===== config.mk =====
export PLATFORM = sky130hd
export DESIGN_NAME = regfile_sb
export DESIGN_NICKNAME = d
export VERILOG_FILES = /design/src/rtl/regfile_sb.sv
export SDC_FILE = /design/constraint.sdc
export NUM_CORES = 1
export LEC_CHECK = 0
export BUFFER_PORTS_ARGS = -buffer_cell sky130_fd_sc_hd__buf_4
export CORE_MARGIN = 2
export CORE_UTILIZATION = 30
export DETAILED_ROUTE_END_ITERATION = 8
export PLACE_DENSITY_LB_ADDON = 0.1
export SLEW_MARGIN = 20
export SYNTH_ARGS = -nofsm -noshare
export SYNTH_HDL_FRONTEND = slang
export SYNTH_SLANG_ARGS = --single-unit

===== constraint.sdc =====
create_clock -name i_clk -period 2.3 [get_ports i_clk]
set_clock_uncertainty 0.05 [all_clocks]
set_input_delay 0.345 -clock i_clk [delete_from_list [all_inputs] [get_ports i_clk]]
set_output_delay 0.345 -clock i_clk [all_outputs]
set_load 0.05 [all_outputs]

===== src/rtl/regfile_sb.sv =====
// rtl/regfile_sb.sv - parametrised register file with PC mirror, LR capture and busy scoreboard (optional RF_BYPASS_EN)
module regfile_sb #(
    parameter int             W         = 32,
    parameter int             AW        = 3,
    parameter int             PC_IDX    = 7,
    parameter int             LR_IDX    = 6,
    parameter logic [W-1:0]   LR_RESET  = 'h1000,
    parameter logic [W-1:0]   PC_OFFSET = 4
) (
    input  logic          i_clk,
    input  logic          i_rst_n,
    input  logic [AW-1:0] i_ra1,
    input  logic [AW-1:0] i_ra2,
    output logic [W-1:0]  o_rd1,
    output logic [W-1:0]  o_rd2,
    input  logic          i_we,
    input  logic [AW-1:0] i_wa,
    input  logic [W-1:0]  i_wd,
    input  logic [W-1:0]  i_pc_in,
    input  logic          i_lr_we,
    input  logic          i_rsv_en,
    input  logic [AW-1:0] i_rsv_addr,
    output logic          o_busy1,
    output logic          o_busy2,
    output logic          o_hazard
);

    localparam int NREG = 2 ** AW;

    logic [W-1:0]    r_regs      [NREG];
    logic [W-1:0]    w_regs_next [NREG];
    logic [NREG-1:0] r_busy;
    logic [NREG-1:0] w_busy_next;
    logic [NREG-1:0] w_wr_dec;
    logic [NREG-1:0] w_rsv_dec;
    logic [W-1:0]    w_lr_capture;
    logic            w_byp1;
    logic            w_byp2;

    // Link value wraps modulo 2**W; no flag is produced.
    assign w_lr_capture = i_pc_in - PC_OFFSET;

    // One-hot decode of the explicit write and of the reservation; the PC
    // mirror can never be reserved, so its busy bit stays clear for good.
    always_comb begin
        w_wr_dec  = '0;
        w_rsv_dec = '0;
        if (i_we) begin
            w_wr_dec[i_wa] = 1'b1;
        end
        if (i_rsv_en && (i_rsv_addr != AW'(PC_IDX))) begin
            w_rsv_dec[i_rsv_addr] = 1'b1;
        end
    end

    // Next register contents: explicit write beats the PC mirror update and
    // the LR capture; plain registers only change on an explicit write.
    always_comb begin
        for (int i = 0; i < NREG; i++) begin
            w_regs_next[i] = r_regs[i];
            if (w_wr_dec[i]) begin
                w_regs_next[i] = i_wd;
            end else if (i == PC_IDX) begin
                w_regs_next[i] = i_pc_in;
            end else if ((i == LR_IDX) && i_lr_we) begin
                w_regs_next[i] = w_lr_capture;
            end
        end
    end

    // Register storage; LR comes out of reset at its boot value.
    always_ff @(posedge i_clk or negedge i_rst_n) begin
        if (!i_rst_n) begin
            for (int i = 0; i < NREG; i++) begin
                r_regs[i] <= (i == LR_IDX) ? LR_RESET : '0;
            end
        end else begin
            for (int i = 0; i < NREG; i++) begin
                r_regs[i] <= w_regs_next[i];
            end
        end
    end

    // Writeback clears a busy bit, a reservation sets one; set wins on a tie.
    assign w_busy_next = (r_busy & ~w_wr_dec) | w_rsv_dec;

    // Scoreboard state; reset drops every outstanding reservation.
    always_ff @(posedge i_clk or negedge i_rst_n) begin
        if (!i_rst_n) begin
            r_busy <= '0;
        end else begin
            r_busy <= w_busy_next;
        end
    end

`ifdef RF_BYPASS_EN
    // Forward the writeback value to a reader of the same register this cycle.
    assign w_byp1 = i_we && (i_wa == i_ra1);
    assign w_byp2 = i_we && (i_wa == i_ra2);
`else
    // No forwarding: reads see stored state only.
    assign w_byp1 = 1'b0;
    assign w_byp2 = 1'b0;
`endif

    // Combinational read ports and hazard flags.
    always_comb begin
        o_rd1    = w_byp1 ? i_wd : r_regs[i_ra1];
        o_rd2    = w_byp2 ? i_wd : r_regs[i_ra2];
        o_busy1  = r_busy[i_ra1] && !w_byp1;
        o_busy2  = r_busy[i_ra2] && !w_byp2;
        o_hazard = o_busy1 || o_busy2;
    end

endmodule

=== After elaboration in Yosys (flattened, before gate mapping) ===
Cells that the tools add are included.

* Flip-flop bits (word level): 264
* Input bits: 81

* Add/sub/neg operators: 1
* Magnitude comparators: 8
* Eq/ne operators: 1
* Muxes and demuxes: 19
* Bitwise operators: 5
* Reduce and logical (&&, ||, !) cells: 5

{| class="wikitable"
|+ Operators with widths
! kind !! number
|-
| $mux W32 || 7
|-
| $bmux W32 S3 || 2
|-
| $sub A32 B3 Y32 const B || 1
|-
| $lt A3 B4 Y1 const B || 4
|-
| $mux W8 || 2
|-
| $and A8 B8 Y8 || 1
|-
| $ge A4 B4 Y1 const B || 2
|-
| $not A3 Y4 || 2
|-
| $not A8 Y8 || 1
|-
| $or A8 B8 Y8 || 1
|-
| $bmux W1 S3 || 2
|-
| $demux W1 S3 || 2
|-
| $ge A3 B1 Y1 const B || 2
|-
| $mux W1 || 4
|-
| $logic_and A1 B1 Y1 || 3
|-
| $ne A3 B3 Y1 const B || 1
|-
| $reduce_bool A2 Y1 || 1
|-
| $logic_or A1 B1 Y1 || 1
|}

=== Longest topological paths before layout ===
* Word-level depth: 8
* Depth in mapped cells: 7

=== Worst setup path before layout ===
Ideal clock, no wire load.

* Path type: input -> output
* From: input i_ra1[0]
* To: output o_rd1[0]
* Arrival time: 1.948 ns
* Required time: 1.905 ns
* Slack: -0.043 ns
* Stages on the path: 4
* Cell sequence: buf_1 buf_2 mux4_2 mux2_2

* Longest elaborated chain between the ends: 4

{| class="wikitable"
|+ Ends and longest elaborated chain
! what !! line !! RTL
|-
| start, declared || 12 || <nowiki>input logic [AW-1:0] i_ra1,</nowiki>
|-
| $not A3 Y4 (implied by the code) || 108 || <nowiki>o_rd1 = w_byp1 ? i_wd : r_regs[i_ra1];</nowiki>
|-
| $bmux W32 S3 || 108 ||
|-
| $mux W32 (implied by the code) (2 in a row) || 108 ||
|-
| end, declared || 14 || <nowiki>output logic [W-1:0] o_rd1,</nowiki>
|}

No other way between the ends. The select of a mux whose other input is x is not followed.

=== Final worst setup path ===
* From: register r_busy[7]
* To: output o_hazard

* Longest elaborated chain between the ends: 3

{| class="wikitable"
|+ Ends and longest elaborated chain
! what !! line !! RTL
|-
| start, declared || 32 || <nowiki>logic [NREG-1:0] r_busy;</nowiki>
|-
| start signal, assigned || 92 || <nowiki>r_busy <= w_busy_next;</nowiki>
|-
| $bmux W1 S3 (on tied branches) || 110, 111 ||
|-
| $mux W1 (on tied branches) || 110, 111 ||
|-
| $logic_or A1 B1 Y1 * || 112 || <nowiki>o_hazard = o_busy1 || o_busy2;</nowiki>
|-
| end, declared || 25 || <nowiki>output logic o_hazard</nowiki>
|}

Mark *: on every way between the ends. The rest lies on a longest branch, timed or not. The select of a mux whose other input is x is not followed.

==> results.md <==
Final layout:
- The antenna diode instance count is 0.
- The fraction of layout instances using a drive strength above 1 is 0.580.
- Fill cells in the final layout number 4500.
- The post-synthesis to final-layout area growth is 28.5%.
- For this run, the post-layout net count is 1256.
- Leaving out filler cells and counting taps, the final layout contains 1813.

Setup path:
- The cell with the largest stage delay on the worst path is sky130_fd_sc_hd__mux4_2.
- The worst register-to-register path begins at r_busy[0]$_DFF_PN0_.
- The kind of critical path is reg2out.
- The endpoint kind of the worst setup timing path is an output port.
- The critical path goes through mux4_2 -> mux2_4 -> or2_1 -> buf_6.
- The worst-path maximum fanout is 3.
- The worst setup path is launched from a flip-flop.
- The worst stage delay on the critical path is 0.48 ns.
- The endpoint of the worst register-to-register path is r_busy[0]$_DFF_PN0_.
- The worst register-to-register path has a setup slack of 1.04 ns.
- The arrival time of data at the critical path endpoint is 2.07 ns.
- The worst register-to-register path has a depth of 3.
- The data required time at the worst endpoint is 1.90 ns.

Clocking:
- The clock-pin slew of the registers on the worst-case setup and hold paths is 0.06 ns.
- The clock insertion delay at the later pin of the skew report is 0.53 ns.
- The H-tree was split into 2 levels.
- TritonCTS created 35 clock buffers.
- The TritonCTS clock tree is built.
- The clock net in this run drives a total of 264 sinks.
- The tree is rooted in a sky130_fd_sc_hd__clkbuf_16.
- The clock passes through at most 3 buffers.

Detailed routing:
- Once detail routing completed, the nets flagged for antenna violations numbered 0.
- The detailed router's first-iteration violation count is 454.
- The highest metal layer used by the detailed router is met4.
- The number of optimization iterations in the first detailed-route pass is 4.
- After detailed routing, the number of vias per cell comes to 5.26.
- For this block, the routed nets add up to 45.7 mm of wire.
- The met2 layer wire length in the routed design is 22.3 mm.
- The total number of vias is 9533.
- After detailed routing, the average wire length per cell comes to 25.2 um.
- The wire length the detailed router placed on met1 is 20.8 mm.
- The DRC violations left is 0.
- The amount of wire on met3 after detailed routing is 1.83 mm.

Min path:
- The worst hold path cell count is 3.
- In this run the worst hold path is classified as in2reg.
- The end of the worst hold path is r_regs[38]$_DFFE_PN0P_.
- The start point of the worst min-delay path is i_wd[6].

Global route:
- The via count of the first global-routing pass is 10289.
- The final global-route overflow total is 0.
- The number of antenna violations at the first check in global routing is 0.
- The maximum number of pins on one net before global-route repair is 67.
- The first-pass GRT wire length is 69.4 mm.
- In the global route stage, overall resource usage came out at 0.186.

Placed design:
- The placed wire-length estimate after detailed placement is 29.6 mm.
- The weighted congestion reported at the end of routability-driven placement is 0.728.
- Input and output buffers added on the ports amount to 147.
- The placed cell count is 1733.

STA:
- Measured against its own limit, the worst slew margin works out to 0.582.
- Setup repair after global routing could not meet its margin everywhere.
- For the pin with the worst max-slew slack, the measured transition is 0.627 ns.
- The total count of hold-check failures in the final report is 0.
- In the finished design, the share of the clock period the worst path needs comes to 1.07.
- After routing, the total negative slack on setup checks comes to -0.230 ns.
- For this run, the top clock speed supported by timing is 406 MHz.
- In the post-route analysis, the smallest setup slack over all paths is -0.160 ns.
- The routed design could run at a clock period as short as 2.46 ns.
- The worst hold margin is 0.0334 ns.
- Setup violations remaining at the end of the flow were counted as 4.
- The number of pins exceeding their max-slew limit in the final report came to 0.

Floorplan:
- The horizontal die dimension is 225 um.
- Pin placement for this block handled 148 I/O pins.
- The count of standard-cell rows is 80.
- The floorplan step defined a core boundary enclosing 47900 um2.
- The floorplan step defined a die boundary enclosing 50500 um2.
- The die is 225 um tall.
- The initial utilization of the core area, before any placement, comes to 0.305.

Job:
- The total of max-cap violations is 0.

Synthesis:
- The post-synthesis register bit count is 264.
- When the netlist entered floorplanning its net count stood at 1065.
- The share of synthesized area occupied by flip-flops and latches is 0.452.
- The share of synthesized area in the top cell type comes to 0.450.
- Summing every instance area after synthesis gives 14600 um2.
- Yosys attributes the largest share of cell area to sky130_fd_sc_hd__dfrtp_1, sky130_fd_sc_hd__mux2_2, sky130_fd_sc_hd__mux4_2, sky130_fd_sc_hd__mux2_1, sky130_fd_sc_hd__clkbuf_1.
- The number of standard cells after synthesis is 983.
- Yosys mapped the design onto 49 distinct sky130hd cell types.
- The post-synthesis area per instance is 14.9 um2.
- The post-synthesis cell type with the largest combined area is sky130_fd_sc_hd__dfrtp_1.
- The number of warnings issued by yosys is 0.

Status:
- The final reports fail on setup timing.
- The flow ran to the end, but the final reports show violations.

Power:
- Summed over all cells, the static leakage comes to 7.72 nW.
- The worst-case IR drop observed on VDD is 0.484 mV.
- In this run the power density over the cells is 882 nW/um2.
## critical path, delay by kind of cell, from the launching register on
kind / cells / cell delay (ns)
buffers and inverters: 1 / 0.16
and+or+nand+nor: 1 / 0.24
muxes: 2 / 0.75
DFF: 1 / 0.39
## per-stage QoR
stage / utilization / power, mW / worst slack [ns] / instance area [um2]
after floorplan: - / 9.34 / -0.0427 / 14600
after global placement: 0.355 / 10.8 / -0.0216 / 17000
after detailed placement: 0.355 / 10.8 / -0.0129 / 17000
after CTS: 0.388 / 16.7 / -0.191 / 18600
after global routing: 0.392 / 17.4 / -0.220 / 18800
final: 0.392 / 16.6 / -0.160 / 18800
## per-layer routing
metal  vias to the layer above  global-route usage
li1                       4194                   -
met1                      5094               0.257
met3                        59              0.0289
met4                         0              0.0461
met5                         -                   0
met2                       186               0.308
## cells in the mapped netlist, drive strengths merged
library cell / n
or3: 9
dfstp: 1
xnor2: 14
nand4: 3
and2: 4
nor3: 11
nand4b: 1
o21ai: 39
nand2: 24
and3: 3
nor2: 4
nand3b: 2
xor2: 9
a221oi: 1
mux2i: 5
nand3: 9
dfrtp: 263
ha: 1
a21o: 4
o21a: 1
mux2: 291
o22ai: 3
inv: 7
or4b: 1
nand2b: 4
nor2b: 3
mux4: 132
a21oi: 21
or2: 2
a311oi: 1
clkbuf: 46
nor3b: 21
or3b: 1
buf: 28
bufbuf: 1
o32ai: 2
nor4: 11
## placed cells by master, fill, tap and decap left out, types with 14 or more instances in the layout
cell type and n:
sky130_fd_sc_hd__dfrtp_1 263, sky130_fd_sc_hd__mux2_2 221, sky130_fd_sc_hd__mux4_2 132, sky130_fd_sc_hd__buf_4 118, sky130_fd_sc_hd__buf_6 58, sky130_fd_sc_hd__mux2_4 48, sky130_fd_sc_hd__clkbuf_16 36, sky130_fd_sc_hd__buf_12 30
sky130_fd_sc_hd__nand2_1 24, sky130_fd_sc_hd__mux2_1 22, sky130_fd_sc_hd__a21oi_1 21, sky130_fd_sc_hd__nor3b_1 20, sky130_fd_sc_hd__o21ai_1 20, sky130_fd_sc_hd__o21ai_0 18, sky130_fd_sc_hd__xnor2_1 14
## sequential cells by signal (all words and copies together), names as in the netlist
signal  count
r_regs    256
r_busy      8
## final cells by class
cell class | count | area, um2 | share of cell area
clock buffer | 54 | 1070 | 0.0568
tap | 615 | 769 | 0.0409
multi-input combinational | 637 | 7840 | 0.417
inverter | 7 | 26.3 | 0.00140
timing repair buffer | 229 | 2430 | 0.129
clock inverter | 7 | 52.6 | 0.00280
sequential | 264 | 6610 | 0.352
## cells by family (layout without fill, tap and decap cells)
logic type	Yosys count	count (layout)	synth area share
multiplexers	428	428	0.431
flip-flops	264	264	0.452
AND/OR/NAND/NOR	113	113	0.0495
buffers and inverters	82	297	0.0262
AO/OA/AOI/OAI	72	72	0.0270
XOR/XNOR	23	23	0.0138
adder cells (fa/ha/maj)	1	1	0.000855
## power breakdown
group	total (mW)	leakage, nW	internal, mW	switching, mW
Combinational	5.08	4.02	2.68	2.40
Sequential	6.14	3.15	5.53	0.615
Clock	5.35	0.552	3.20	2.16
## worst max-delay path by stage
stage | depth (start not counted) | to | slack [ns] | start
floorplan | 4 | o_rd1[0] | -0.04 | i_ra1[0]
global placement | 5 | o_rd1[27] | -0.02 | i_ra1[0]
detailed placement | 5 | o_rd1[27] | -0.01 | i_ra1[0]
CTS | 4 | o_hazard | -0.19 | r_busy[2]$_DFF_PN0_
global route | 4 | o_hazard | -0.22 | r_busy[2]$_DFF_PN0_
finish | 4 | o_hazard | -0.16 | r_busy[7]$_DFF_PN0_
## repair_timing
action	CTS	global route
endpoints found under the hold margin	69	0
setup buffers	1	8
hold buffers	11	0
endpoints found under the setup margin	57	60
resized for setup	88	42
pin swaps	1	4
Note: power is estimated with default switching activity, not from simulation.
